--- config.mk ---
export PLATFORM = sky130hd
export DESIGN_NAME = fp_subtractor_seq
export DESIGN_NICKNAME = d
export VERILOG_FILES = /design/src/rtl/fp_subtractor_seq_pkg.sv /design/src/rtl/fp_lzc27.sv /design/src/rtl/fp_subtractor_seq.sv
export SDC_FILE = /design/constraint.sdc
export NUM_CORES = 1
export LEC_CHECK = 0
export ABC_CLOCK_PERIOD_IN_PS = 15000
export CAP_MARGIN = 10
export CORE_MARGIN = 5
export CORE_UTILIZATION = 48
export DETAILED_ROUTE_END_ITERATION = 10
export PLACE_DENSITY_LB_ADDON = 0.05
export SYNTH_ARGS = -nofsm -noshare
export SYNTH_HDL_FRONTEND = slang
export SYNTH_SLANG_ARGS = --single-unit
export TNS_END_PERCENT = 1
--- constraint.sdc ---
create_clock -name clk -period 15 [get_ports clk]
set_input_delay 3 -clock clk [delete_from_list [all_inputs] [get_ports clk]]
set_output_delay 3 -clock clk [all_outputs]
set_load 0.02 [all_outputs]
--- src/rtl/fp_subtractor_seq_pkg.sv ---
`default_nettype none
// ============================================================================
// Module  : fp_subtractor_seq_pkg
// Brief   : Shared IEEE-754 single-precision constants, FSM state encodings
//           and small decode helpers for the sequential FP datapath blocks.
// Revision: 1.0 - initial release
// ============================================================================
package fp_subtractor_seq_pkg;

  localparam int          FP_EXP_W = 8;
  localparam int          FP_MAN_W = 23;
  localparam int          FP_BIAS  = 127;
  localparam logic [31:0] FP_QNAN  = 32'h7FC00000;
  localparam logic [31:0] FP_PINF  = 32'h7F800000;

  // 3-bit state encodings
  localparam logic [2:0] ST_IDLE   = 3'd0;
  localparam logic [2:0] ST_ALIGN  = 3'd1;
  localparam logic [2:0] ST_ADDSUB = 3'd2;
  localparam logic [2:0] ST_NORM   = 3'd3;
  localparam logic [2:0] ST_ROUND  = 3'd4;
  localparam logic [2:0] ST_DONE   = 3'd5;

  typedef enum logic [2:0] {
    S_IDLE   = ST_IDLE,
    S_ALIGN  = ST_ALIGN,
    S_ADDSUB = ST_ADDSUB,
    S_NORM   = ST_NORM,
    S_ROUND  = ST_ROUND,
    S_DONE   = ST_DONE
  } state_t;

  // All-ones exponent with non-zero fraction
  function automatic logic fp_is_nan(input logic [31:0] x);
    return (x[30:23] == 8'hFF) && (x[22:0] != 23'd0);
  endfunction

  // All-ones exponent with zero fraction
  function automatic logic fp_is_inf(input logic [31:0] x);
    return (x[30:23] == 8'hFF) && (x[22:0] == 23'd0);
  endfunction

endpackage
`default_nettype wire

--- src/rtl/fp_lzc27.sv ---
`default_nettype none
// ============================================================================
// Module  : fp_lzc27
// Brief   : Combinational 27-bit leading-zero counter (27 for an all-zero
//           input). Shared by the sequential FP normalisers.
// Revision: 1.0 - initial release
// ============================================================================
module fp_lzc27 (
  input  logic [26:0] value,
  output logic [4:0]  count
);

  // Priority scan from the MSB; first set bit fixes the count
  always_comb begin
    logic w_found;
    count   = 5'd27;
    w_found = 1'b0;
    for (int i = 26; i >= 0; i--) begin
      if (!w_found && value[i]) begin
        count   = 5'(26 - i);
        w_found = 1'b1;
      end
    end
  end

endmodule
`default_nettype wire

--- src/rtl/fp_subtractor_seq.sv ---
`default_nettype none
// ============================================================================
// Module  : fp_subtractor_seq
// Brief   : Multi-cycle IEEE-754 single-precision subtractor, out = in1 - in2.
//           Subtraction is an add with the subtrahend sign flipped. Denormal
//           operands and underflowing results are flushed to zero; rounding
//           is round-to-nearest-even. One operation in flight.
// Revision: 1.0 - initial release
// ============================================================================
module fp_subtractor_seq
  import fp_subtractor_seq_pkg::*;
#(
  parameter int EXP_W = 8,
  parameter int MAN_W = 23
) (
  input  logic                 clk,
  input  logic                 rst_n,
  input  logic                 in_valid,
  output logic                 in_ready,
  input  logic [EXP_W+MAN_W:0] in1,
  input  logic [EXP_W+MAN_W:0] in2,
  output logic                 out_valid,
  input  logic                 out_ready,
  output logic [EXP_W+MAN_W:0] out
);

  state_t             r_state;
  logic               r_in_ready;
  logic               r_out_valid;
  logic [31:0]        r_out;
  logic [31:0]        r_a;         // minuend
  logic [31:0]        r_b;         // subtrahend, sign already flipped
  logic               r_sign;      // sign of the larger-magnitude operand
  logic               r_sub;       // effective subtraction of magnitudes
  logic signed [9:0]  r_exp;       // wide enough for over/underflow detect
  logic [26:0]        r_ma;        // {hidden, frac, G, R, S}
  logic [26:0]        r_mb;
  logic [27:0]        r_sum;       // extra MSB catches the add carry-out
  logic [26:0]        r_m;         // normalised mantissa with G/R/S
  logic               r_zero;
  logic               r_spec;
  logic [31:0]        r_spec_val;

  // ---------------- ALIGN: unpack, flush, swap, shift ----------------------
  logic               w_nan, w_inf_a, w_inf_b, w_swap;
  logic [30:0]        w_mag_a, w_mag_b, w_mag_big, w_mag_sml;
  logic [23:0]        w_man_big, w_man_sml;
  logic [7:0]         w_shift;
  logic [53:0]        w_sh_full;
  logic [26:0]        w_mb_al;
  logic [31:0]        w_spec_val;

  assign w_nan   = fp_is_nan(r_a) || fp_is_nan(r_b);
  assign w_inf_a = fp_is_inf(r_a);
  assign w_inf_b = fp_is_inf(r_b);
  // Zero-exponent operands collapse to a magnitude of zero, keeping sign
  assign w_mag_a   = (r_a[30:23] == 8'd0) ? 31'd0 : r_a[30:0];
  assign w_mag_b   = (r_b[30:23] == 8'd0) ? 31'd0 : r_b[30:0];
  assign w_swap    = (w_mag_b > w_mag_a);
  assign w_mag_big = w_swap ? w_mag_b : w_mag_a;
  assign w_mag_sml = w_swap ? w_mag_a : w_mag_b;
  assign w_man_big = (w_mag_big[30:23] == 8'd0) ? 24'd0 : {1'b1, w_mag_big[22:0]};
  assign w_man_sml = (w_mag_sml[30:23] == 8'd0) ? 24'd0 : {1'b1, w_mag_sml[22:0]};
  assign w_shift   = w_mag_big[30:23] - w_mag_sml[30:23];
  assign w_sh_full = {w_man_sml, 3'b000, 27'd0} >> w_shift;
  // Shifts of 27 or more would push bits past the window, keep only sticky
  assign w_mb_al   = (w_shift >= 8'd27) ? {26'd0, |w_man_sml}
                                        : {w_sh_full[53:28], w_sh_full[27] | (|w_sh_full[26:0])};
  // inf + (-inf) after the sign flip is invalid; otherwise the infinity wins
  assign w_spec_val = (w_nan || (w_inf_a && w_inf_b && (r_a[31] != r_b[31]))) ? FP_QNAN :
                      w_inf_a ? r_a : r_b;

  // ---------------- NORM: leading-zero count ------------------------------
  logic [4:0]         w_lzc;

  fp_lzc27 u_lzc (
    .value (r_sum[26:0]),
    .count (w_lzc)
  );

  // ---------------- ROUND: nearest-even, range check ----------------------
  logic               w_rup;
  logic [24:0]        w_rm;
  logic signed [9:0]  w_re;
  logic [22:0]        w_frac;
  logic [31:0]        w_result;

  assign w_rup  = r_m[2] & (r_m[1] | r_m[0] | r_m[3]);
  assign w_rm   = {1'b0, r_m[26:3]} + {24'd0, w_rup};
  assign w_re   = r_exp + $signed({9'd0, w_rm[24]});
  assign w_frac = w_rm[24] ? w_rm[23:1] : w_rm[22:0];

  always_comb begin
    w_result = {r_sign, w_re[7:0], w_frac};
    if (r_spec)                    w_result = r_spec_val;
    else if (r_zero)               w_result = {r_sign, 31'd0};
    else if (w_re >= 10'sd255)     w_result = {r_sign, FP_PINF[30:0]};
    else if (w_re <= 10'sd0)       w_result = 32'h0000_0000;
  end

  // ---------------- Control FSM and datapath registers --------------------
  always_ff @(posedge clk or negedge rst_n) begin
    if (!rst_n) begin
      r_state     <= S_IDLE;
      r_in_ready  <= 1'b1;
      r_out_valid <= 1'b0;
      r_out       <= 32'h0;
      r_a         <= 32'h0;
      r_b         <= 32'h0;
      r_sign      <= 1'b0;
      r_sub       <= 1'b0;
      r_exp       <= 10'sd0;
      r_ma        <= 27'd0;
      r_mb        <= 27'd0;
      r_sum       <= 28'd0;
      r_m         <= 27'd0;
      r_zero      <= 1'b0;
      r_spec      <= 1'b0;
      r_spec_val  <= 32'h0;
    end else begin
      case (r_state)
        S_IDLE: begin
          if (in_valid && r_in_ready) begin
            r_a        <= in1;
            r_b        <= {~in2[31], in2[30:0]};
            r_in_ready <= 1'b0;
            r_state    <= S_ALIGN;
          end
        end
        S_ALIGN: begin
          r_spec     <= w_nan || w_inf_a || w_inf_b;
          r_spec_val <= w_spec_val;
          r_sign     <= w_swap ? r_b[31] : r_a[31];
          r_sub      <= (r_a[31] != r_b[31]);
          r_exp      <= $signed({2'b00, w_mag_big[30:23]});
          r_ma       <= {w_man_big, 3'b000};
          r_mb       <= w_mb_al;
          r_zero     <= 1'b0;
          r_state    <= S_ADDSUB;
        end
        S_ADDSUB: begin
          r_sum   <= r_sub ? ({1'b0, r_ma} - {1'b0, r_mb}) : ({1'b0, r_ma} + {1'b0, r_mb});
          r_state <= S_NORM;
        end
        S_NORM: begin
          if (r_sum == 28'd0) begin
            // Exact cancellation is +0; adding two zeros keeps their sign
            r_zero <= 1'b1;
            if (r_sub) r_sign <= 1'b0;
          end else if (r_sum[27]) begin
            r_m   <= {r_sum[27:2], r_sum[1] | r_sum[0]};
            r_exp <= r_exp + 10'sd1;
          end else begin
            r_m   <= r_sum[26:0] << w_lzc;
            r_exp <= r_exp - $signed({5'd0, w_lzc});
          end
          r_state <= S_ROUND;
        end
        S_ROUND: begin
          r_out   <= w_result;
          r_state <= S_DONE;
        end
        S_DONE: begin
          // First DONE cycle raises the registered valid; it then holds
          if (!r_out_valid) begin
            r_out_valid <= 1'b1;
          end else if (out_ready) begin
            r_out_valid <= 1'b0;
            r_in_ready  <= 1'b1;
            r_state     <= S_IDLE;
          end
        end
        default: begin
          r_out_valid <= 1'b0;
          r_in_ready  <= 1'b1;
          r_state     <= S_IDLE;
        end
      endcase
    end
  end

  assign in_ready  = r_in_ready;
  assign out_valid = r_out_valid;
  assign out       = r_out;

endmodule
`default_nettype wire

* Word-level counts from Yosys, hierarchy flattened
Cells that the tools add are included.
** Storage, ports and cells
- Bits in registers :: 253
- Output and inout bits :: 34
** Operators by class
- Add/subtract/negate cells :: 7
- Magnitude comparators :: 4
- Equality and inequality tests :: 14
- Shifts and indexed selects :: 2
- Muxes and demuxes :: 89
- Bitwise gates (word level) :: 8
- Reductions and logical operators :: 85
** Operators with widths (count)
- 32-bit 2-to-1 mux :: 6
- 5-bit 2-to-1 mux :: 27
- 31-bit 2-to-1 mux :: 4
- 27-bit 2-to-1 mux :: 2
- 54-bit by 8-bit >> shifter with 54-bit output :: 1
- 24-bit 2-to-1 mux :: 2
- 23-bit logical NOT :: 2
- 23-bit nonzero test :: 2
- 1-bit 2-to-1 mux :: 35
- 1-bit logical AND :: 33
- 8-bit logical NOT :: 4
- 31-bit > comparator :: 1
- 27-bit by 27-bit adder with 28-bit output :: 1
- 28-bit logical NOT :: 1
- 28-bit 2-to-1 mux :: 1
- 27-bit by 27-bit subtractor with 28-bit output :: 1
- 27-bit OR reduction :: 1
- 27-bit by 5-bit left shift with 27-bit output :: 1
- 1-bit logical NOT :: 26
- 24-bit by 1-bit adder with 25-bit output :: 1
- 24-bit OR reduction :: 1
- 23-bit 2-to-1 mux :: 1
- 10-bit 2-to-1 mux :: 2
- 10-bit case mux with 2 select lines :: 1
- other kinds (28) :: 52

* Longest topological paths before layout
Gate-level depths: netlist (run 1).
- Depth in word-level cells :: 83
- Mapped depth :: 35
- Depth with buffers taken out :: 25

* Cells and area by module
From an unflattened synthesis (run 1), not the netlist that was laid out.
** Unflattened totals
- Cells, all modules :: 2235
- Area, all modules :: 18836.8 µm²
** By module, submodules not included
- fp_subtractor_seq :: times used 1, cells an instance 2184, area an instance 18549.0 µm², sequential area each 6332.3 µm²
- fp_lzc27 :: times used 1, cells an instance 51, area an instance 287.8 µm², sequential area each 0.0 µm²

* Worst setup path after synthesis (run 1)
Ideal clock, no wire load.
- Path kind :: reg-to-reg
- Start :: register r_b[27]
- End :: register r_mb[0]
- Library setup time :: 0.135 ns
- Arrival :: 6.809 ns
- Data required time :: 14.865 ns
- Path slack :: 8.057 ns
- Cell stages (with the launch flop) :: 34
- Path buffers :: 10
- Path through :: dfrtp_1 -> clkbuf_1 -> nor4_1 -> nand2_1 -> clkbuf_1 -> clkbuf_1 -> and2_1 -> ha_1 -> nand3_1 -> nor3_1 -> o31ai_1 -> a211o_2 -> o21ai_2 -> buf_6 -> buf_2 -> buf_1 -> buf_1 -> clkbuf_1 -> nor2_1 -> nor2_1 -> ha_1 -> buf_2 -> clkbuf_1 -> mux2i_1 -> nor2_1 -> mux2i_1 -> mux2i_1 -> mux2_1 -> or4_4 -> nor4_2 -> o311ai_1 -> o31a_1 -> o21bai_1 -> a31oi_1
** On the way
- Cells in the longest elaborated chain, start to end :: 10
** RTL lines
- from (decl) :: line fp_subtractor_seq.sv:32 : logic [31:0] r_b;
- from (signal assigned) :: line fp_subtractor_seq.sv:125 : r_b <= {~in2[31], in2[30:0]};
- 8-bit logical NOT :: line fp_subtractor_seq.sv:58 : assign w_mag_b = (r_b[30:23] == 8'd0) ? 31'd0 : r_b[30:0];
- 31-bit 2-to-1 mux * :: line fp_subtractor_seq.sv:58
- branches (longest 7 deep; another with 31-bit > comparator)
- 27-bit 2-to-1 mux * :: line fp_subtractor_seq.sv:67 : assign w_mb_al = (w_shift >= 8'd27) ? {26'd0, |w_man_sml}
- to (signal assigned) :: line fp_subtractor_seq.sv:137 : r_mb <= w_mb_al;
- to (decl) :: line fp_subtractor_seq.sv:37 : logic [26:0] r_mb;
Every way passes the cells marked *.
A chain may end at the register's enable or synchronous reset.

* Worst setup path in the final report (run 1)
- Start :: register r_b[25]
- End :: register r_mb[0]
Same word-level chain as after synthesis.

==> flow_metrics.tcl, run 1 <==
set metrics [dict create \
    run_status "finished clean" \
    synth_ff_type "dfrtp_1" \
    num_antenna_cells 0 \
    cts_tree "yes" \
    finalCriticalPeriod_ns 8.09 \
    yosys_warnings 0 \
    grt_usage_pct 27.6 \
    ys_async_sr_fraction_pct 100 \
    clock_skew_ns 0.0180 \
    ctsHoldBuffers 0 \
    period_share_pct 53.9 \
    cts_sinks 253 \
    synth_edf_count 0 \
    setup_viol 0 \
    yosysTopAreaCell "dfrtp_1" \
    syn-num-nets 2337 \
    cp_max_fo 51 \
    crit_path_start_kind "flop" \
    dpl_worst_slack_ns 7.05 \
    yosysSeqAreaShare_pct 34.0 \
    grt_pass1_wl_um 95600 \
    holdWs_ns 0.490 \
    clk_latency_ns 0.60 \
    slew-limit-headroom_pct 28.1 \
    cts.reportedPaths.clkPinSlew_ns 0.06 \
    fin_ws_ns 6.91 \
    drtIter0Drc 1457 \
    num_rows 72 \
    synth_area_leaders "dfrtp_1 34%, ha_1 6.4%, mux2i_1 6.1%" \
    rsz0062_at_grt "no" \
    cp-end-kind "flop" \
    worst-setup-path-type "reg2reg" \
    yosysTopAreaCellShare_pct 33.8 \
    avgSynthCellArea_sq_um 8.58 \
    h-tree-depth 1 \
    fp.dieW_um 207 \
    fmax_mhz 124 \
    ys_seq_elements 253 \
    grt_max_degree 124 \
    yosysUniqueCellTypes 86 \
    via_count 16600 \
    cts_made_buffers 31 \
    syn_area_sq_um 18600 \
    final_max_slew_viol_count 0 \
    crit_arrival_ns 8.55 \
    hold_path_class "reg2reg" \
    cts-root-buf "clkbuf_16" \
    coreArea_sq_um 38600 \
    area_growth_pct 13.1 \
    viasPerCell 6.09 \
    nets 2353 \
    cp.required_ns 15.46 \
    placement.io_buffers 101 \
    cts_resized 0 \
    drt_first_pass_iters 5 \
    dieArea_sq_um 42900 \
    cts_buffer_depth 3 \
    synth_cells 2172 \
    tightest_slew_ns 1.08 \
    drive_gt1_share_pct 9.54 \
    start_util_pct 48.3 \
    routed_wirelength_um 60900 \
    grt_pass1_vias 16100 \
    wl_per_cell_um 22.3 \
    antenna_found_initial 0 \
    fin_tns_setup_ns 0 \
    drv_cap 0 \
    dpl.hpwl_um 46400 \
    cts_setup_buffers 0 \
    drc 0 \
    hold_viol_final 0 \
    overflow 0 \
    gp_congestion 0.973 \
    die_y_um 207 \
    ant_nets 0 \
    io_pins 102 \
]
worst max-delay path, cell delays in order (launching register included):
cell	delay (ns)
dfrtp_1	0.50
nor4_1	0.41
nand2_1	0.58
nand2_1	0.33
inv_1	0.11
ha_1	0.29
nand4_1	0.14
nor3_1	0.37
and4_4	0.40
a211o_2	0.29
o21a_4	0.64
nor2_1	0.11
nor2_1	0.12
ha_1	0.24
buf_4	0.24
inv_1	0.77
mux4_2	0.60
mux2_4	0.28
or4_4	0.54
nor4_2	0.23
o311ai_1	0.17
o31a_1	0.33
o21bai_1	0.14
a31oi_1	0.09
per-stage QoR:
step | area [sq um] | instances | util (%)
floorplan | 18600 | 2172 | -
global placement | 19900 | 2672 | 51.7
detailed placement | 19900 | 2672 | 51.7
CTS | 21100 | 2728 | 54.7
global route | 21100 | 2729 | 54.7
finish | 21100 | 2729 | 54.7
cell families after synthesis:
family | count (synthesis) | synth area share [%]
compound gates | 620 | 21.1
xor+xnor | 65 | 3.16
mux | 216 | 13.2
flops | 253 | 34.0
simple gates | 681 | 16.8
fa+ha+maj | 97 | 6.59
buf+inv | 240 | 5.18
synth_stat cells, types with 17 or more instances:
| master | number |
|---|---|
| dfrtp_1 | 252 |
| nand2_1 | 245 |
| nor2_1 | 192 |
| a21oi_1 | 171 |
| o21ai_0 | 155 |
| mux2i_1 | 113 |
| clkbuf_1 | 105 |
| ha_1 | 95 |
| inv_1 | 94 |
| mux2_2 | 85 |
| nor3_1 | 44 |
| nand3_1 | 43 |
| xnor2_1 | 40 |
| a22oi_1 | 33 |
| a22o_1 | 30 |
| a31oi_1 | 25 |
| xor2_1 | 24 |
| nor4_1 | 23 |
| nor2b_1 | 22 |
| o211ai_1 | 22 |
| nand4_1 | 20 |
| nand2b_1 | 19 |
| and2_1 | 18 |
| buf_2 | 18 |
| o22ai_1 | 18 |
| o31ai_1 | 18 |
| a211oi_1 | 17 |
state kept, by name (all words and copies together), names as in the netlist:
name        flops
r_ma           24
r_b            32
out_valid       1
in_ready        1
r_exp          10
r_sub           1
r_m            27
r_sum          28
r_zero          1
r_state         3
r_a            32
r_spec          1
r_mb           27
r_sign          1
r_spec_val     32
out            32
cell usage in the layout, fill, tap and decap left out, drive strengths merged, types with 19 or more instances in the layout:
master,instances
nand2b,19
nor2,195
xnor2,41
nand4,21
inv,96
a22oi,33
clkdlybuf4s50,100
o21ai,163
a22o,30
nand3,43
nand2,245
buf,25
nor3,45
a31oi,25
dfrtp,252
mux2i,113
mux2,88
nor4,25
o211ai,22
ha,95
clkbuf,41
nor2b,22
xor2,24
a21oi,171
metal layers:
metal	vias up	part of all wire [%]	GRT usage, %
li1	7897	-	-
met3	103	5.7	3.48
met4	0	3.0	7.48
met2	530	46	45.0
met5	-	0	0
met1	8078	45	39.2
worst paths after layout:
path	cells past startpoint	endpoint	slack, ns	from
max reg2reg	23	r_mb[0]	6.91	r_b[25]
max in group asynchronous	2	r_a[12]	10.98	rst_n
min	2	r_m[0]	0.49	r_m[0]
min reg2reg	2	r_m[0]	0.49	r_m[0]
max	23	r_mb[0]	6.91	r_b[25]
min in group asynchronous	1	out[29]	2.46	rst_n
layout make-up:
type	instances	area, sq um
fillers	3711	17500
well taps	518	648
multi-input cells	1679	11400
clock buffers	41	863
repair buffers	125	1190
inverters	98	368
clock inverters	15	274
flip-flops and latches	253	6330
Power of run 1 is left out: the tool's default activity adds up to more than one toggle a clock period on the data nets, which glitch-free logic cannot reach.
==> inputs of run 2 (changes only) <==
ABC_CLOCK_PERIOD_IN_PS = 7500   (was 15000)
clock period = 7.5 ns   (was 15 ns; I/O delays follow)
==> run 2 against run 1 <==
  * Utilization is 0.13 points higher
  * Non-clock buffer count is 3 higher
  * Via count hardly changed
  * First-iteration DRC count is 0.89% lower
  * Clock skew is 0.017 ns higher
  * Maximum frequency is 16% higher
  * Routed wire length is 1.1% higher
  * Sequential cell count stayed put
  * Setup slack worse by 6.4 ns
  * Worst hold slack worse by 0.0046 ns
  * Sequential share of layout area is 0.071 points lower
==> flow_metrics.tcl, run 2 (same netlist as run 1, synthesis figures left out) <==
set metrics [dict create \
    drtIter0Drc 1444 \
    ant_nets 0 \
    drt_first_pass_iters 6 \
    tightest_slew_ns 1.10 \
    rsz0062_at_grt "no" \
    cts_buffer_depth 3 \
    clock_skew_ns 0.0352 \
    dpl.hpwl_um 47100 \
    setup_viol 0 \
    viasPerCell 6.08 \
    grt_max_degree 175 \
    cts-root-buf "clkbuf_16" \
    crit_arrival_ns 7.38 \
    run_status "finished clean" \
    grt_usage_pct 28.0 \
    cts.reportedPaths.clkPinSlew_ns 0.06 \
    coreArea_sq_um 38600 \
    cts_made_buffers 31 \
    worst-setup-path-type "reg2reg" \
    min_path_cells 2 \
    via_count 16600 \
    cp_max_fo 17 \
    grt_pass1_vias 16200 \
    hp-start "r_sign" \
    cp-startpoint "r_a[23]" \
    clk_latency_ns 0.59 \
    wl_per_cell_um 22.5 \
    ctsHoldBuffers 0 \
    cts_tree "yes" \
    hold_path_class "reg2reg" \
    overflow 0 \
    gp_congestion 0.975 \
    cts_sinks 253 \
    layout_commonest_cell "dfrtp_1" \
    area_growth_pct 13.4 \
    cts_setup_buffers 0 \
    h-tree-depth 1 \
    finish.utilization_pct 54.8 \
    antenna_found_initial 2 \
    fin_tns_setup_ns 0 \
    slew-limit-headroom_pct 26.9 \
    drv_cap 0 \
    nets 2356 \
    final_cell_mix "252 x dfrtp_1, 243 x nand2_1, 191 x nor2_1" \
    finalCriticalPeriod_ns 6.96 \
    cp.required_ns 7.92 \
    final_max_slew_viol_count 0 \
    cp-end-kind "flop" \
    r2r_start "r_a[23]" \
    num_rows 72 \
    die_y_um 207 \
    start_util_pct 48.3 \
    period_share_pct 92.8 \
    drive_gt1_share_pct 9.75 \
    cts_resized 0 \
    num_antenna_cells 0 \
    placement.io_buffers 101 \
    final.fill_count 3673 \
    io_pins 102 \
    fp.dieW_um 207 \
    grt_pass1_wl_um 96500 \
    fmax_mhz 144 \
    dieArea_sq_um 42900 \
    reg2reg_depth 22 \
    routed_wirelength_um 61600 \
    crit_path_start_kind "flop" \
    hold_viol_final 0 \
    drc 0 \
]
[run 2: cell types whose count changed in the layout (fill, tap and decap cells not counted), sizes merged]
cell      change
clkinvlp      +1
inv           +1
clkbuf        -2
bufinv        +1
buf           +3
[run 2: path summary, 6_finish.rpt]
kind	slack (ns)	to
min reg2reg	0.49	r_sign
max reg2reg	0.54	r_mb[0]
min in group asynchronous	0.89	out[28]
min	0.49	r_sign
max in group asynchronous	5.19	r_mb[13]
max	0.54	r_mb[0]
[run 2: critical path, cell delays in order (launching register included)]
cell	delay [ns]
dfrtp_1	0.42
nor4_1	0.45
nand2_1	0.49
buf_4	0.36
nand2_1	0.16
ha_1	0.17
nand4_1	0.14
nor3_1	0.32
and4_4	0.39
a211o_2	0.27
o21ai_4	0.08
nor2_1	0.12
nor2_1	0.06
ha_1	0.67
inv_1	0.32
mux4_2	0.50
mux2_4	0.28
or4_4	0.53
nor4_2	0.33
o311ai_1	0.17
o31a_1	0.32
o21bai_1	0.14
a31oi_1	0.10
[run 2: layout make-up]
class	instances	area, sq um	share of cell area [%]
clock buffers	39	836	3.96
well taps	518	648	3.07
multi-input cells	1679	11400	54.0
flip-flops and latches	253	6330	30.0
clock inverters	18	312	1.47
repair buffers	128	1230	5.83
inverters	98	368	1.74
[run 2: through the flow]
stage	setup WS [ns]	cell area (sq um)	std cells	hold slack, ns
finish	0.539	21100	2733	0.485
floorplan	0.557	18600	2172	0.444
global route	0.152	21100	2733	0.518
CTS	0.471	21100	2733	0.490
global placement	0.630	20000	2676	0.470
detailed placement	0.573	20000	2676	0.473
[run 2: metal layers]
layer	wire length (um)	vias to the layer above	global-route usage, %
met1	27500	8039	39.9
li1	-	7888	-
met5	12	-	0
met2	27700	562	44.0
met4	2610	2	10.1
met3	3840	130	3.87
Power of run 2 is left out for the same reason.
==> inputs of run 3 (changes only) <==
GPL_ROUTABILITY_DRIVEN = 0   (was default)
==> run 3 against run 2 <==
  * Setup slack improved by 0.078 ns
  * Clock-buffer cell count rose by 3
  * Cell count fell by 0.15%
  * Register-to-register slack improved by 0.08 ns
  * Routed wire length fell by 3.5%
  * Highest routed layer is now met4
  * Largest cell class unchanged
==> flow_metrics.tcl, run 3 (same netlist as run 1, synthesis figures left out) <==
set metrics [dict create \
    period_share_pct 91.8 \
    clk_latency_ns 0.59 \
    clock_skew_ns 0.0185 \
    cp-startpoint "r_b[27]" \
    io_pins 102 \
    drc 0 \
    cts_buffer_depth 3 \
    wl_met2_um 26800 \
    viasPerCell 6.09 \
    crit_path_end "r_mb[0]" \
    start_util_pct 48.3 \
    dieArea_sq_um 42900 \
    rsz0062_at_grt "no" \
    die_y_um 207 \
    grt_max_degree 177 \
    coreArea_sq_um 38600 \
    final_max_slew_viol_count 0 \
    dpl.hpwl_um 45300 \
    num_antenna_cells 0 \
    area_growth_pct 13.3 \
    grt_usage_pct 26.8 \
    drt_first_pass_iters 6 \
    cp_max_fo 72 \
    cp-end-kind "flop" \
    cts_resized 0 \
    crit_arrival_ns 7.34 \
    highest_layer "met4" \
    reg2reg_depth 20 \
    setup_viol 0 \
    r2r_start "r_b[27]" \
    fp.dieW_um 207 \
    wl_met3_um 3850 \
    h-tree-depth 1 \
    layout_commonest_cell "dfrtp_1" \
    placement.io_buffers 101 \
    fin_tns_setup_ns 0 \
    nets 2354 \
    tightest_slew_ns 1.16 \
    antenna_found_initial 0 \
    drtIter0Drc 1707 \
    r2r-end "r_mb[0]" \
    wl_per_cell_um 21.8 \
    routed_wirelength_um 59500 \
    crit_path_start_kind "flop" \
    drive_gt1_share_pct 9.68 \
    finalCriticalPeriod_ns 6.88 \
    ant_nets 0 \
    num_rows 72 \
    worst-setup-path-type "reg2reg" \
    slew-limit-headroom_pct 22.9 \
    run_status "finished clean" \
    cts_tree "yes" \
    hold_path_class "reg2reg" \
    overflow 0 \
    cts_made_buffers 30 \
    cts.reportedPaths.clkPinSlew_ns 0.06 \
    cts_sinks 253 \
    final_cell_mix "252 x dfrtp_1, 244 x nand2_1, 191 x nor2_1" \
    r2r_setup_slack_ns 0.62 \
    cts_setup_buffers 0 \
    hold_viol_final 0 \
    fmax_mhz 145 \
    grt_pass1_vias 16000 \
    drv_cap 0 \
    via_count 16600 \
    cp.required_ns 7.95 \
    wirelength_met1_um 26600 \
    cts-root-buf "clkbuf_16" \
    grt_pass1_wl_um 93800 \
    ctsHoldBuffers 0 \
]
[run 3: critical path, stage by stage, from the launching register on]
cell and delay, ns:
dfrtp_1 0.47, nor4_1 0.39, nand2_1 0.54, nand2_1 0.31
inv_1 0.11, ha_1 0.31, nand4_1 0.12, nor3_1 0.31
nand2_1 0.09, a211o_2 0.42, o21ai_4 0.09, buf_4 0.66
mux2_2 0.46, a22oi_1 0.34, mux2i_1 0.26, nor2_2 0.64
nor2_1 0.31, a221o_1 0.41, o31a_1 0.24, o21bai_1 0.12
a31oi_1 0.10
[run 3: worst min path at each step]
stage                    end  cells after the start           from
6_report              r_m[0]                      2         r_m[0]
5_1_grt        r_spec_val[5]                      1  r_spec_val[5]
4_1_cts               r_m[0]                      2         r_m[0]
3_5_place_dp          r_sign                      2         r_sign
3_3_place_gp          r_m[0]                      2         r_m[0]
2_1_floorplan         r_sign                      2         r_sign
[run 3: per-stage QoR]
step | worst slack (ns) | instance area, sq um | util [%] | hold WS, ns | std cells
5_1_grt | 0.253 | 21100 | 54.8 | 0.521 | 2729
4_1_cts | 0.718 | 21100 | 54.8 | 0.508 | 2729
2_1_floorplan | 0.557 | 18600 | - | 0.444 | 2172
3_3_place_gp | 0.907 | 20000 | 51.8 | 0.470 | 2675
6_report | 0.617 | 21100 | 54.8 | 0.498 | 2729
3_5_place_dp | 0.749 | 20000 | 51.8 | 0.486 | 2675
[run 3: final cells by class]
| cell class | count | area, sq um |
|---|---|---|
| clock inverters | 12 | 245 |
| fillers | 3649 | 17400 |
| multi-input cells | 1679 | 11400 |
| inverters | 98 | 368 |
| repair buffers | 127 | 1220 |
| clock buffers | 42 | 896 |
| flip-flops and latches | 253 | 6330 |
| well taps | 518 | 648 |
[run 3: metal layers]
| metal | vias up | global-route usage (%) |
|---|---|---|
| met5 | - | 0 |
| met4 | 0 | 8.91 |
| met3 | 115 | 3.75 |
| met2 | 608 | 42.3 |
| met1 | 8009 | 38.3 |
| li1 | 7888 | - |
Power of run 3 is left out for the same reason.
==> edit: new RTL, config.mk and constraints of run 3 <==
Make the reset (`rst_n`) synchronous in one clocked block.
--- a/src/rtl/fp_subtractor_seq.sv
+++ b/src/rtl/fp_subtractor_seq.sv
@@ -101,3 +101,3 @@
   // ---------------- Control FSM and datapath registers --------------------
-  always_ff @(posedge clk or negedge rst_n) begin
+  always_ff @(posedge clk) begin
     if (!rst_n) begin
Function: differs if rst_n is asserted again (counterexample within 4 cycles, from zero or initial values and one cycle with rst_n low); with rst_n held inactive, the same outputs for 4 cycles.
==> edit against run 3 <==
Utilization is 0.67 points higher; area after synthesis is 3.6% lower; routed wire length up 3.6%; non-clock buffer count is 18 higher; fmax decreased by 2.1%; design area down 3.4%; setup slack lost 0.15 ns; sequential cell count did not move; hold slack got worse by 0.018 ns; largest cell class unchanged; highest routed layer is now met5.
==> edit: results (changes against run 3) <==
- All-Layer GR Usage: 0.283 (+0.0150)
- Multiplexer share of the synthesized area: 0.102 (-0.0306)
- Complex-gate fraction of the synthesized area: 0.254 (+0.0436)
- Sequential area share after synthesis: 0.282 (-0.0578)
- Multi-input logic area: 11900 um2 (+4.1%)
- Ys flop type: dfxtp_1
- Reg2Reg Depth: 23 (+15%)
- Die W: 203 um (-1.7%)
- Layout clock buffer count: 40 (-4.8%)
- CP peak stage delay: 0.53 ns (-0.13 ns)
- Post-DP HPWL: 46.7 mm (+3.1%)
- Non-clk bufs: 145 (+14%)
- Top post-synthesis cells by area: dfxtp_1 (28%), nand2_1 (6.9%), ha_1 (6.6%)
- Adder-cell share of the synthesized area: 0.0684 (+0.00248)
- WP data arrival: 7.49 ns (+0.15 ns)
- Slowest CP cell: or4_1
- Status: finished clean
- Clock network area share: 0.0539 (-0.000166)
- Critical-path maximum fanout: 46 (-36%)
- CTS Buf Count: 29 (-3.3%)
- Drt initial violations: 2103 (+23%)
- Routed length per instance: 21.8 um (about the same)
- Asr flop ratio synth: 0 (-1.00)
- Seq. cell area: 5060 um2 (-20%)
- Routed WL: 61.6 mm (+3.6%)
- Syn avg cell area: 7.74 um2 (-9.8%)
- Non-clock buffer share of cell area: 0.0662 (+0.00820)
==> edit: cell types whose count changed after synthesis, moves of 14 or more <==
| cell | delta |
|---|---|
| dfxtp_1 | +253 |
| a221oi_1 | +22 |
| mux2_2 | -70 |
| nand2_1 | +85 |
| clkbuf_1 | +24 |
| a211oi_1 | +15 |
| mux2i_1 | -20 |
| a22o_1 | +21 |
| inv_1 | +14 |
| nand3_1 | +20 |
| dfrtp_1 | -252 |
| a22oi_1 | -28 |
| a21oi_1 | +44 |
==> edit: final timing paths <==
check                                 to     start  slack (ns)
worst max-delay path             r_mb[0]   r_a[27]        0.47
worst min-delay path            in_ready  in_ready        0.48
worst max register to register   r_mb[0]   r_a[27]        0.47
worst min register to register  in_ready  in_ready        0.48
==> edit: routing by layer <==
layer | wire length (um) | GRT usage | vias up
li1 | - | - | 8487
met1 | 28100 | 0.415 | 8539
met2 | 26400 | 0.429 | 795
met3 | 4490 | 0.0350 | 139
met4 | 2710 | 0.105 | 2
met5 | 7 | 0 | -
==> edit: worst reg2reg max path: stages (launching register included) <==
cell	delay (ns)
dfxtp_1	0.37
or4_1	0.53
nor2_1	0.17
nand4_1	0.12
buf_4	0.29
nand2_1	0.20
ha_1	0.20
nand4_2	0.16
or3_1	0.41
o22a_1	0.26
a31o_2	0.32
a2111o_1	0.45
and2_1	0.17
ha_1	0.34
inv_2	0.19
buf_4	0.30
a311oi_1	0.14
a31o_2	0.30
o21ai_0	0.47
mux2_2	0.27
o2111ai_1	0.15
o31a_1	0.34
or4_1	0.48
a32o_1	0.27
==> edit: cells by family (layout without fill, tap and decap cells) <==
kind of cell	count (synthesis)	in the layout
and+or+nand+nor	804	804
AOI/OAI and AO/OA	693	693
buffers and inverters	275	310
DFF	253	253
muxes	139	139
adders and majority gates	97	97
xor gates and xnor gates	60	60
